$ cat config.mk
export PLATFORM = sky130hd
export DESIGN_NAME = wt_dcache_refill_writer
export DESIGN_NICKNAME = d
export VERILOG_FILES = /design/src/rtl/wt_dcache_refill_writer.sv
export SDC_FILE = /design/constraint.sdc
export NUM_CORES = 1
export LEC_CHECK = 0
export ABC_AREA = 0
export BUFFER_PORTS_ARGS = -buffer_cell sky130_fd_sc_hd__buf_2
export CORE_ASPECT_RATIO = 0.75
export CORE_MARGIN = 3
export CORE_UTILIZATION = 41
export CTS_CLUSTER_SIZE = 12
export DETAILED_ROUTE_END_ITERATION = 10
export PLACE_DENSITY = 0.76
export SLEW_MARGIN = 20
export SYNTH_ARGS = -nofsm -noshare
export SYNTH_HDL_FRONTEND = slang
export SYNTH_SLANG_ARGS = --single-unit
$ cat constraint.sdc
create_clock -name clk_i -period 1.7 [get_ports clk_i]
set_clock_uncertainty 0.05 [all_clocks]
set_input_delay 0.34 -clock clk_i [delete_from_list [all_inputs] [get_ports clk_i]]
set_output_delay 0.34 -clock clk_i [all_outputs]
set_load 0.01 [all_outputs]
$ cat src/rtl/wt_dcache_refill_writer.sv
// Refill writer for the write-through dcache: resolves the victim way of one
// outstanding line miss and turns memory return beats into cache line writes.
module wt_dcache_refill_writer #(
  parameter int unsigned SetAssoc   = 8,
  parameter int unsigned ClIdxWidth = 8,
  parameter int unsigned NumBeats   = 2,
  parameter int unsigned BeatWidth  = 64,
  localparam int unsigned WayW = $clog2(SetAssoc),
  localparam int unsigned OffW = (NumBeats > 1) ? $clog2(NumBeats) : 1
) (
  input  logic                  clk_i,
  input  logic                  rst_i,
  input  logic                  enable_i,
  input  logic                  flush_i,
  input  logic                  miss_vld_i,
  input  logic [ClIdxWidth-1:0] miss_idx_i,
  input  logic [SetAssoc-1:0]   miss_vld_bits_i,
  output logic                  miss_rdy_o,
  input  logic [WayW-1:0]       repl_way_i,
  output logic                  all_ways_valid_o,
  output logic                  update_lfsr_o,
  input  logic                  rtrn_vld_i,
  input  logic [BeatWidth-1:0]  rtrn_data_i,
  output logic                  wr_cl_vld_o,
  output logic [ClIdxWidth-1:0] wr_cl_idx_o,
  output logic [SetAssoc-1:0]   wr_cl_we_o,
  output logic [OffW-1:0]       wr_cl_off_o,
  output logic [BeatWidth-1:0]  wr_cl_data_o,
  output logic                  fill_done_o,
  output logic                  busy_o
);

  localparam logic [OffW-1:0] LastBeat = OffW'(NumBeats - 1);

  typedef enum logic [1:0] {
    IDLE   = 2'd0,
    SELECT = 2'd1,
    FILL   = 2'd2
  } state_e;

  state_e                r_state;
  logic [ClIdxWidth-1:0] r_idx;
  logic [SetAssoc-1:0]   r_vld_bits;
  logic [WayW-1:0]       r_way;
  logic [OffW-1:0]       r_cnt;
  logic                  r_wr_vld;
  logic [ClIdxWidth-1:0] r_wr_idx;
  logic [SetAssoc-1:0]   r_wr_we;
  logic [OffW-1:0]       r_wr_off;
  logic [BeatWidth-1:0]  r_wr_data;
  logic                  r_fill_done;

  logic                  w_all_valid;
  logic                  w_accept;
  logic                  w_beat;
  logic                  w_last;
  logic [WayW-1:0]       w_victim;

  function automatic logic [WayW-1:0] lowest_zero(input logic [SetAssoc-1:0] bits);
    lowest_zero = '0;
    for (int i = SetAssoc - 1; i >= 0; i--) begin
      if (!bits[i]) begin
        lowest_zero = WayW'(i);
      end
    end
  endfunction

  function automatic logic [SetAssoc-1:0] onehot(input logic [WayW-1:0] way);
    onehot      = '0;
    onehot[way] = 1'b1;
  endfunction

  // Victim is resolved combinationally in SELECT so a beat in that cycle can use it.
  always_comb begin
    w_victim = r_way;
    if (r_state == SELECT) begin
      if (w_all_valid) begin
        w_victim = repl_way_i;
      end else begin
        w_victim = lowest_zero(r_vld_bits);
      end
    end else begin
      w_victim = r_way;
    end
  end

  assign w_all_valid      = &r_vld_bits;
  // The cycle showing the final strobe is kept closed so a new miss starts after it.
  assign miss_rdy_o       = !rst_i && (r_state == IDLE) && !r_fill_done && enable_i && !flush_i;
  assign w_accept         = miss_rdy_o && miss_vld_i;
  assign w_beat           = rtrn_vld_i && (r_state != IDLE);
  assign w_last           = (r_cnt == LastBeat);
  assign all_ways_valid_o = (r_state == SELECT) && w_all_valid;
  assign update_lfsr_o    = (r_state == SELECT) && w_all_valid;
  assign busy_o           = (r_state != IDLE);

  assign wr_cl_vld_o  = r_wr_vld;
  assign wr_cl_idx_o  = r_wr_idx;
  assign wr_cl_we_o   = r_wr_we;
  assign wr_cl_off_o  = r_wr_off;
  assign wr_cl_data_o = r_wr_data;
  assign fill_done_o  = r_fill_done;

  // Control FSM, beat counter and registered write port.
  always_ff @(posedge clk_i) begin
    if (rst_i) begin
      r_state     <= IDLE;
      r_idx       <= '0;
      r_vld_bits  <= '0;
      r_way       <= '0;
      r_cnt       <= '0;
      r_wr_vld    <= 1'b0;
      r_wr_idx    <= '0;
      r_wr_we     <= '0;
      r_wr_off    <= '0;
      r_wr_data   <= '0;
      r_fill_done <= 1'b0;
    end else begin
      r_wr_vld    <= w_beat;
      r_fill_done <= w_beat && w_last;
      if (w_beat) begin
        r_wr_idx  <= r_idx;
        r_wr_we   <= onehot(w_victim);
        r_wr_off  <= r_cnt;
        r_wr_data <= rtrn_data_i;
        r_cnt     <= w_last ? '0 : r_cnt + 1'b1;
      end else begin
        r_wr_we   <= '0;
      end
      case (r_state)
        IDLE: begin
          if (w_accept) begin
            r_idx      <= miss_idx_i;
            r_vld_bits <= miss_vld_bits_i;
            r_state    <= SELECT;
          end else begin
            r_state    <= IDLE;
          end
        end
        SELECT: begin
          r_way   <= w_victim;
          r_state <= (w_beat && w_last) ? IDLE : FILL;
        end
        FILL: begin
          if (w_beat && w_last) begin
            r_state <= IDLE;
          end else begin
            r_state <= FILL;
          end
        end
        default: r_state <= IDLE;
      endcase
    end
  end

  wt_dcache_refill_writer_chk #(
    .SetAssoc (SetAssoc)
  ) i_chk (
    .clk_i       (clk_i),
    .rst_i       (rst_i),
    .busy_i      (busy_o),
    .rtrn_vld_i  (rtrn_vld_i),
    .wr_cl_vld_i (r_wr_vld),
    .wr_cl_we_i  (r_wr_we)
  );

endmodule

// Protocol checker: no return beats while idle, write enables one-hot only with a strobe.
module wt_dcache_refill_writer_chk #(
  parameter int unsigned SetAssoc = 8
) (
  input logic                clk_i,
  input logic                rst_i,
  input logic                busy_i,
  input logic                rtrn_vld_i,
  input logic                wr_cl_vld_i,
  input logic [SetAssoc-1:0] wr_cl_we_i
);

  a_no_beat_in_idle: assert property (@(posedge clk_i) disable iff (rst_i)
    !(rtrn_vld_i && !busy_i));

  a_we_onehot: assert property (@(posedge clk_i) disable iff (rst_i)
    (wr_cl_vld_i ? $onehot(wr_cl_we_i) : (wr_cl_we_i == '0)));

endmodule

# Word level (Yosys, flattened, before mapping)
# Index checks and enable logic that the tools add are counted.
# word_totals
register_bits	105
latch_bits	0
ramBits	0
mem_bits_ro	0
output_inout_bits	87
memories	0
# classes
addsub	1
mul	0
div	0
order_cmp	2
eq_ne	2
n_shift	0
n_mux	16
n_bitwise	1
n_reduce_logical	18
# ops
op	n
two-way mux 3 bit	10
logical AND 1 bit	9
AND reduction 8 bit	1
less-than comparator 3 x 4 -> 1 bit, second input constant	1
case mux 2 bit (2 select lines)	1
OR reduction 2 bit	2
demux 1 bit (select 3 bit)	1
greater-or-equal comparator 3 x 1 -> 1 bit, second input constant	1
zero test 1 bit	3
two-way mux 1 bit	3
== test 2 x 1 -> 1 bit, second input constant	1
== test 2 bit, second input constant	1
zero test 2 bit	1
two-way mux 2 bit	1
AND reduction 2 bit	1
nonzero test 2 bit	1
adder 1 bit, second input constant	1
inverter 1 bit	1

# Depth between registers and ports, before layout
# Gate-level depths: netlist (run 1).
# depth
depth_word	14
depth_mapped	7
ltp_nobuf	6

# Least setup slack after synthesis (run 1)
# OpenSTA, ideal clock, no wires.
# synth_timing
kind	register to output
from	register r_state[1]
to	output port update_lfsr_o
arrival_time_ps	1402
t_required_ps	1310
setup_slack_ps	-92
path_stages_with_launch	6
n_path_buf	1
path_cell_list	dfxtp_1 inv_1 ha_1 nand3_1 nor3_1 buf_4
# synth_via
elab_chain_len	2
# synth_lines
item	line	text
from (decl)	41	state_e r_state;
from (signal assigned)	142	r_state <= (w_beat && w_last) ? IDLE : FILL;
== test 2 x 1 -> 1 bit	--	
logical AND 1 bit	--	
to (decl)	21	output logic update_lfsr_o,
# Every way passes these cells.

# Worst setup path in the final report (run 1)
# layout_timing
from	register r_state[1]
to	output port all_ways_valid_o
# layout_via
elab_chain_len	2
# layout_lines
item	line	text
== test 2 x 1 -> 1 bit	93	assign all_ways_valid_o = (r_state == SELECT) && w_all_valid;
logical AND 1 bit	93	
to (decl)	20	output logic all_ways_valid_o,
# Every way passes these cells.

==> flow_metrics.tcl, run 1 <==
set metrics [dict create \
    final_common_cell "buf_2" \
    hp-class "in2reg" \
    netlist_instances 442 \
    drv_slew 0 \
    r2r_cells 5 \
    critPathBufInv 2 \
    internal_power_w 0.00393 \
    ios 176 \
    start_util_pct 43.0 \
    p_leak_nw 2.46 \
    critPathKind "reg2out" \
    row_count 29 \
    synth.distinct_cells 31 \
    fmax_mhz 587 \
    fin_area_um2 5290 \
    clock_power_share_pct 43.5 \
    grt_pass1_wl_um 15600 \
    setup_slack_ns -0.00304 \
    dieWidth_um 116 \
    post-route-period-util_pct 100 \
    rr_startpoint "r_state[0]" \
    clkTransAtPathRegs_ns 0.07 \
    drc_errors 0 \
    syn_nets 534 \
    antenna_found_initial 0 \
    ys_warn_count 0 \
    ys_seq_area_share_pct 56.6 \
    ctsHtreeMaxLevel 3 \
    p_sw_share_pct 20.9 \
    crit_path_top_delay_cell "dfxtp_2" \
    post-route-min-period_ns 1.70 \
    timing.hold.ws_ns 0.182 \
    totalWireLength_um 9880 \
    fin_util_pct 61.3 \
    min-delay-start "miss_vld_bits_i[7]" \
    cp.required_ns 1.31 \
    power_frac_comb_pct 5.9 \
    gp_congestion 0.853 \
    io_buffers 175 \
    cp_max_fo 4 \
    core_area_um2 8640 \
    placed_area_um2 4770 \
    layout_common_cells "buf_2, nand2_1, dfxtp_1" \
    diodes 0 \
    relSlewSlack_pct 57.1 \
    grtUsageTotal_pct 18.8 \
    netlist_area_um2 3720 \
    cellPowerDensity_nw_per_um2 938 \
    post_synth.cell_area_avg_um2 8.41 \
    drt-vias-per-instance 4.82 \
    crit_path_end_kind "primary output" \
    drv_cap 0 \
    grt.overflow.total 0 \
    ctsRootBufferMaster "clkbuf_16" \
    insertion_delay_ns 0.33 \
    nNetsFinal 715 \
    crit_path_max_incr_delay_ns 0.34 \
    cts_tree "built" \
    first_iter_violations 184 \
    cp_cell_sequence "inv_4, ha_4, nand3_4, nor3_4, buf_2" \
    final_layout_size_suffix_gt1_share_pct 37.9 \
    syn_to_final_growth_pct 42.4 \
    rsz0062_at_grt "yes" \
    ant_nets 0 \
    setup_viol 2 \
    cp.depth 5 \
    seq_power_share_pct 50.6 \
    crit_start "r_state[1]" \
    dieArea_um2 10300 \
    path_delay_family "flip-flops" \
    ir_drop_mv 0.553 \
    hold_viol 0 \
    start_kind "register" \
    hpwl_um 7150 \
    die_h_um 88.5 \
    numCtsBuffers 9 \
    grt_max_degree 52 \
    firstDrtPassIters 4 \
    synth_seq_cells 105 \
    grt_pass1_vias 3391 \
    hold_path_depth 3 \
    switching_power_w 0.00104 \
    cts_sinks 105 \
    worstMarginPinSlew_ns 0.641 \
    cts.path.max_buffers 2 \
    num_vias 3550 \
    status "finished with violations" \
    drt-wirelength-per-cell_um 13.4 \
    critPathArrivalTime_ns 1.31 \
    violations "negative setup slack" \
]
state kept, by name, summed over array words and instances, names as in the netlist:
register,count
r_cnt,1
wr_cl_vld_o,1
wr_cl_data_o,64
fill_done_o,1
wr_cl_idx_o,8
r_state,2
r_vld_bits,8
r_way,3
wr_cl_we_o,8
r_idx,8
wr_cl_off_o,1
cells by family after synthesis:
kind of cell / count (synthesis) / synth area share (%)
simple gates: 192 / 20.9
flops: 105 / 56.6
compound gates: 89 / 13.0
buf+inv: 36 / 3.91
mux: 16 / 4.31
fa+ha+maj: 3 / 1.01
xor+xnor: 1 / 0.236
power by group through the flow:
stage	clock (W)	sequential, W	combinational (W)
finish	0.00216	0.00251	0.000292
global route	0.00232	0.00251	0.000325
CTS	0.00221	0.00251	0.000286
detailed placement	0	0.00257	0.000278
global placement	0	0.00256	0.000273
floorplan	0	0.00258	0.000109
metal layers:
layer | track usage, % | up-vias | wire length, um
met5 | 0 | - | 0
met1 | 23.1 | 1613 | 4280
li1 | - | 1805 | -
met3 | 6.36 | 13 | 784
met4 | 5.58 | 0 | 124
met2 | 31.5 | 119 | 4690
cell type report:
class / instances / area [um2]
Clock inverter: 5 / 80.1
Inverter: 6 / 25.0
Multi-Input combinational cell: 301 / 1580
Timing Repair Buffer: 200 / 1130
Tap cell: 108 / 135
Clock buffer: 11 / 233
Fill cell: 746 / 3340
Sequential cell: 105 / 2110
metrics by stage:
stage	TNS, ns	cells	power, W	worst slack [ns]
global placement	-0.0427	710	0.00284	-0.0313
detailed placement	-0.528	710	0.00284	-0.0991
floorplan	0	442	0.00268	0.00191
finish	-0.00508	736	0.00496	-0.00304
global route	-0.274	736	0.00516	-0.0795
CTS	0	733	0.00501	0.00647
worst paths after layout:
kind	end	slack, ns
worst max-delay path	all_ways_valid_o	-0.003
worst min register to register	wr_cl_data_o[7]	0.40
worst min-delay path	r_vld_bits[7]	0.18
worst max register to register	wr_cl_we_o[2]	0.03
synthesized netlist by cell type:
master / number / area [um2]
and2b_4: 1 / 10.0
a21oi_1: 76 / 380
o2111a_1: 1 / 11.3
dfxtp_1: 105 / 2100
mux2i_1: 16 / 160
a211oi_1: 4 / 30.0
o32a_1: 1 / 10.0
or2b_1: 1 / 7.51
nand3_1: 1 / 5.00
nor2_1: 23 / 86.3
o211a_1: 1 / 10.0
inv_1: 6 / 22.5
a22oi_1: 1 / 7.51
xnor2_1: 1 / 8.76
nand2_1: 149 / 559
buf_2: 2 / 10.0
and2_1: 1 / 6.26
nor3_1: 3 / 15.0
and3_1: 3 / 18.8
a22o_1: 1 / 8.76
buf_4: 2 / 15.0
ha_1: 3 / 37.5
o32ai_1: 1 / 8.76
or4_4: 1 / 11.3
nand4_1: 2 / 12.5
nor4_1: 4 / 25.0
o211ai_1: 1 / 7.51
clkbuf_1: 26 / 97.6
o21ai_0: 2 / 10.0
or2b_2: 1 / 8.76
nor2b_1: 2 / 12.5
worst reg2reg max path: cells and delay by family (launching register included):
kind          cells  cell delay [ns]
simple gates      3             0.96
flops             1             0.37
fa+ha+maj         1             0.15
buf+inv           1             0.05
timing repair:
item,in CTS,in global routing
hold buffers,0,0
resized for setup,19,9
pin swaps,6,0
cloned,0,1
endpoints found under the setup margin,11,14
setup buffers,7,2
No activity file was read; power rests on OpenSTA's default activity.
==> run 2: changes to the inputs <==
CELL_PAD_IN_SITES_DETAIL_PLACEMENT = 1   (was default)
CELL_PAD_IN_SITES_GLOBAL_PLACEMENT = 1   (was default)
CORE_UTILIZATION = 29   (was 41)
CTS_BUF_LIST = sky130_fd_sc_hd__clkbuf_16   (was default)
GPL_ROUTABILITY_DRIVEN = 0   (was default)
==> run 2 against run 1 <==
The flow still finishes with violations (negative setup slack). Non-clock buffer count is the same. Hold slack got worse by 0.0014 ns. Core utilization down 18 points. First-iteration DRC count decreased by 38%. Wire length is 20% higher. Cell count increased by 7.9%. Design area is 0.83% higher. Largest power group unchanged.
==> flow_metrics.tcl, run 2 (synthesis results as in run 1) <==
set metrics [dict create \
    start_util_pct 30.0 \
    hpwl_um 8660 \
    dieWidth_um 137 \
    final.setup.tns_ns -0.394 \
    cts_sinks 105 \
    ctsHtreeMaxLevel 3 \
    fmax_mhz 556 \
    hold_buffers 0 \
    syn_to_final_growth_pct 43.6 \
    clock_power_share_pct 40.7 \
    grt_pass1_wl_um 19000 \
    setup_viol 7 \
    crit_path_end_kind "register" \
    setup_slack_ns -0.0985 \
    firstDrtPassIters 4 \
    instances_no_fill 794 \
    cellPowerDensity_nw_per_um2 887 \
    nNetsFinal 715 \
    ios 176 \
    cts.path.max_buffers 2 \
    final_layout_size_suffix_gt1_share_pct 38.5 \
    violations "negative setup slack" \
    io_buffers 175 \
    critPathArrivalTime_ns 2.00 \
    ctsRootBufferMaster "clkbuf_16" \
    power_frac_comb_pct 6.3 \
    row_count 35 \
    seq_power_share_pct 53.0 \
    wl_met2_um 5920 \
    timing.hold.ws_ns 0.181 \
    critPathKind "reg2reg" \
    worstMarginPinSlew_ns 0.665 \
    ant_nets 0 \
    post-route-min-period_ns 1.80 \
    hp-class "in2reg" \
    multi_input_comb_area_um2 1620 \
    internal_power_w 0.00362 \
    grt_pass1_vias 3776 \
    drc_errors 0 \
    grtUsageTotal_pct 16.6 \
    dieArea_um2 14200 \
    insertion_delay_ns 0.34 \
    hold_viol 0 \
    wl_met3_um 844 \
    p_sw_share_pct 23.4 \
    register_area_um2 2110 \
    totalWireLength_um 11900 \
    first_iter_violations 114 \
    drt-wirelength-per-cell_um 14.9 \
    clkTransAtPathRegs_ns 0.07 \
    crit_path_top_delay_cell "or4_4" \
    numCtsBuffers 9 \
    antenna_found_initial 0 \
    cp.required_ns 1.90 \
    post-route-period-util_pct 106 \
    drv_cap 0 \
    layout_common_cells "buf_2, nand2_1, dfxtp_1" \
    die_h_um 104 \
    relSlewSlack_pct 55.5 \
    final_common_cell "buf_2" \
    fillers 1554 \
    num_vias 3639 \
    wl_met1_um 4950 \
    crit_path_max_incr_delay_ns 0.59 \
    rsz0062_at_grt "yes" \
    p_leak_nw 2.44 \
    cp_cell_sequence "inv_2, ha_2, or2b_4, or4_4, a211oi_2" \
    highest_layer "met4" \
    grt_max_degree 51 \
    start_kind "register" \
    drv_slew 0 \
    dp.cells 773 \
    diodes 0 \
    status "finished with violations" \
    cts_tree "built" \
    ir_drop_mv 0.475 \
    switching_power_w 0.00111 \
    cp_max_fo 4 \
    grt.overflow.total 0 \
    core_area_um2 12400 \
    largest_reg_flops 64 \
    drt-vias-per-instance 4.58 \
]
## run 2: layout make-up
class,instances,area share (%)
timing repair buffer,200,20.7
inverter,6,0.422
clock buffer,9,4.22
multi-input combinational,301,30.3
sequential,105,39.6
tap,166,3.89
clock inverter,7,0.868
## run 2: what timing repair did
item                                    4_1_cts  5_1_grt
buffers inserted                              3        2
endpoints found under the setup margin       13       24
gates resized for setup                      20       14
pin swaps                                     6        1
## run 2: per-layer routing
layer	up-vias	GRT usage, %
met3	12	5.08
li1	1810	-
met1	1701	19.5
met5	-	0
met4	0	4.17
met2	116	29.2
## run 2: power groups by stage
stage	Clock (W)	Sequential [W]	Combinational, W
2_1_floorplan	0	0.00258	0.000109
3_3_place_gp	0	0.00256	0.000284
3_5_place_dp	0	0.00257	0.000293
4_1_cts	0.00200	0.00251	0.000300
5_1_grt	0.00211	0.00251	0.000333
6_report	0.00193	0.00251	0.000297
## run 2: per-stage QoR
stage,total power (W),util [%],instance area (um2),worst slack [ns]
floorplan,0.00268,-,3730,0.00191
global placement,0.00285,39.3,4870,-0.0371
detailed placement,0.00286,39.3,4870,-0.144
CTS,0.00480,42.4,5250,-0.0349
global route,0.00495,43.1,5340,-0.155
finish,0.00473,43.1,5340,-0.0985
## run 2: worst paths after layout
path | start | to | slack (ns) | cells past startpoint
hold reg to reg | wr_cl_data_o[9] | wr_cl_data_o[9] | 0.40 | 2
setup reg to reg | r_state[0] | wr_cl_we_o[3] | -0.1 | 5
setup / recovery | r_state[0] | wr_cl_we_o[3] | -0.1 | 5
hold / removal | rtrn_data_i[37] | wr_cl_data_o[37] | 0.18 | 3
## run 2: critical path: cells and delay by family (launching register included)
kind	cells	cell delay [ns]
compound gates	1	0.20
buf+inv	1	0.04
simple gates	2	0.86
fa+ha+maj	1	0.18
flops	1	0.38
==> run 3: changes to the inputs <==
BUFFER_PORTS_ARGS = default   (was -buffer_cell sky130_fd_sc_hd__buf_2)
CORE_UTILIZATION = 39   (was 29)
DONT_BUFFER_PORTS = 1   (was default)
PLACE_DENSITY = 0.74   (was 0.76)
clock period = 1.44 ns   (was 1.7 ns; I/O delays follow)
==> run 3 against run 2 <==
The flow finishes with violations (negative hold slack, negative setup slack). Hold slack worse by 0.22 ns. Sequential power up 19%. Cell count down 22%. Flip-flop and latch count unchanged. Critical path depth up 2. Global-route usage up 4.9 points. Critical path type unchanged. Largest cell class unchanged.
==> flow_metrics.tcl, run 3 (synthesis results as in run 1) <==
set metrics [dict create \
    status "finished with violations" \
    violations "negative hold slack, negative setup slack" \
    ctsRootBufferMaster "clkbuf_16" \
    cellPowerDensity_nw_per_um2 1030 \
    ir_drop_mv 0.639 \
    fmax_mhz 563 \
    instances_no_fill 617 \
    post-route-min-period_ns 1.78 \
    nNetsFinal 576 \
    ant_nets 0 \
    drv_cap 0 \
    start_util_pct 40.6 \
    largest_reg_flops 64 \
    io_buffers 0 \
    rr_startpoint "r_state[1]" \
    firstDrtPassIters 4 \
    critPathArrivalTime_ns 1.97 \
    drc_errors 0 \
    grtUsageTotal_pct 21.5 \
    grt_pass1_wl_um 18200 \
    num_vias 3307 \
    start_kind "register" \
    cp_max_fo 4 \
    cts_tree "built" \
    setup_slack_ns -0.336 \
    multi_input_comb_area_um2 2010 \
    grt_pass1_vias 3366 \
    hold_viol 23 \
    critPathKind "reg2reg" \
    fin_util_pct 59.6 \
    cts_sinks 105 \
    dp.cells 565 \
    hpwl_um 7370 \
    drt-wirelength-per-cell_um 21.7 \
    cp.required_ns 1.63 \
    relSlewSlack_pct 80.2 \
    final_common_cell "nand2_1" \
    fillers 981 \
    clkTransAtPathRegs_ns 0.07 \
    drt-vias-per-instance 5.36 \
    row_count 30 \
    dieWidth_um 119 \
    timing.hold.ws_ns -0.0372 \
    post-route-period-util_pct 123 \
    ios 176 \
    antenna_found_initial 0 \
    diodes 0 \
    worstMarginPinSlew_ns 0.296 \
    layout_common_cells "nand2_1, dfxtp_1, a21oi_2" \
    final.setup.tns_ns -24.34 \
    dieArea_um2 10700 \
    totalWireLength_um 13400 \
    cts.path.max_buffers 2 \
    rsz0062_at_grt "yes" \
    first_iter_violations 150 \
    final_layout_size_suffix_gt1_share_pct 39.3 \
    min-delay-start "rst_i" \
    drv_slew 0 \
    crit_start "r_state[1]" \
    grt.overflow.total 0 \
    hp-class "in2reg" \
    ctsHtreeMaxLevel 3 \
    setup_viol 106 \
    syn_to_final_growth_pct 46.9 \
    insertion_delay_ns 0.33 \
    crit_path_end_kind "register" \
    register_area_um2 2100 \
    core_area_um2 9160 \
    die_h_um 90.5 \
    grt_max_degree 99 \
    p_leak_nw 2.13 \
    numCtsBuffers 9 \
]
run 3: changes by cell type in the layout (fill, tap and decap cells not counted), sizes merged:
cell	before	now
buf	200	60
clkinv	5	1
inv	7	9
bufinv	0	1
clkbuf	9	10
clkinvlp	1	2
run 3: area by class of cell:
cell class,count,share of cell area (%)
sequential,105,38.5
clock buffer,9,4.12
multi-input combinational,301,36.8
clock inverter,7,1.19
timing repair buffer,61,15.9
inverter,6,0.458
tap,128,2.93
run 3: power by group:
| group | switching, W | internal, W |
|---|---|---|
| clock network | 0.00104 | 0.00133 |
| registers | 0.0000440 | 0.00294 |
| logic | 0.000126 | 0.000145 |
| total | 0.00121 | 0.00442 |
run 3: what timing repair did:
item | in CTS | in global routing
setup endpoints to repair | 91 | 107
gates cloned | 11 | 2
hold endpoints to repair | 94 | 94
buffers inserted | 14 | 12
gates resized for setup | 45 | 119
pin swaps | 6 | 48
run 3: final timing paths:
kind | to | slack (ns) | cells past startpoint
max | wr_cl_we_o[2] | -0.34 | 7
min | wr_cl_data_o[63] | -0.04 | 1
max reg2reg | wr_cl_we_o[2] | -0.34 | 7
min reg2reg | wr_cl_idx_o[6] | 0.41 | 2
run 3: per-stage QoR:
step	cell area, um2	setup slack (ns)	total power (W)
finish	5460	-0.336	0.00563
global route	5460	-0.404	0.00585
CTS	4960	-0.333	0.00563
detailed placement	4050	-0.239	0.00319
global placement	4050	-0.181	0.00318
floorplan	3820	-0.150	0.00318
run 3: worst max-delay path, cell delays in order, from the launching register on:
cell and delay [ns]:
dfxtp_2 0.34, inv_2 0.06, ha_4 0.16, buf_6 0.12, and3_4 0.14, o2111a_2 0.18
or4_4 0.47, nor4_1 0.17
run 3: metal layers:
metal  up-vias  global-route usage, %  share of wire [%]
met5         -                      0                  0
met4         0                   4.34                1.5
met3        17                   7.45                7.8
met2       140                   37.1                 50
met1      1621                   26.0                 41
li1       1529                      -                  -
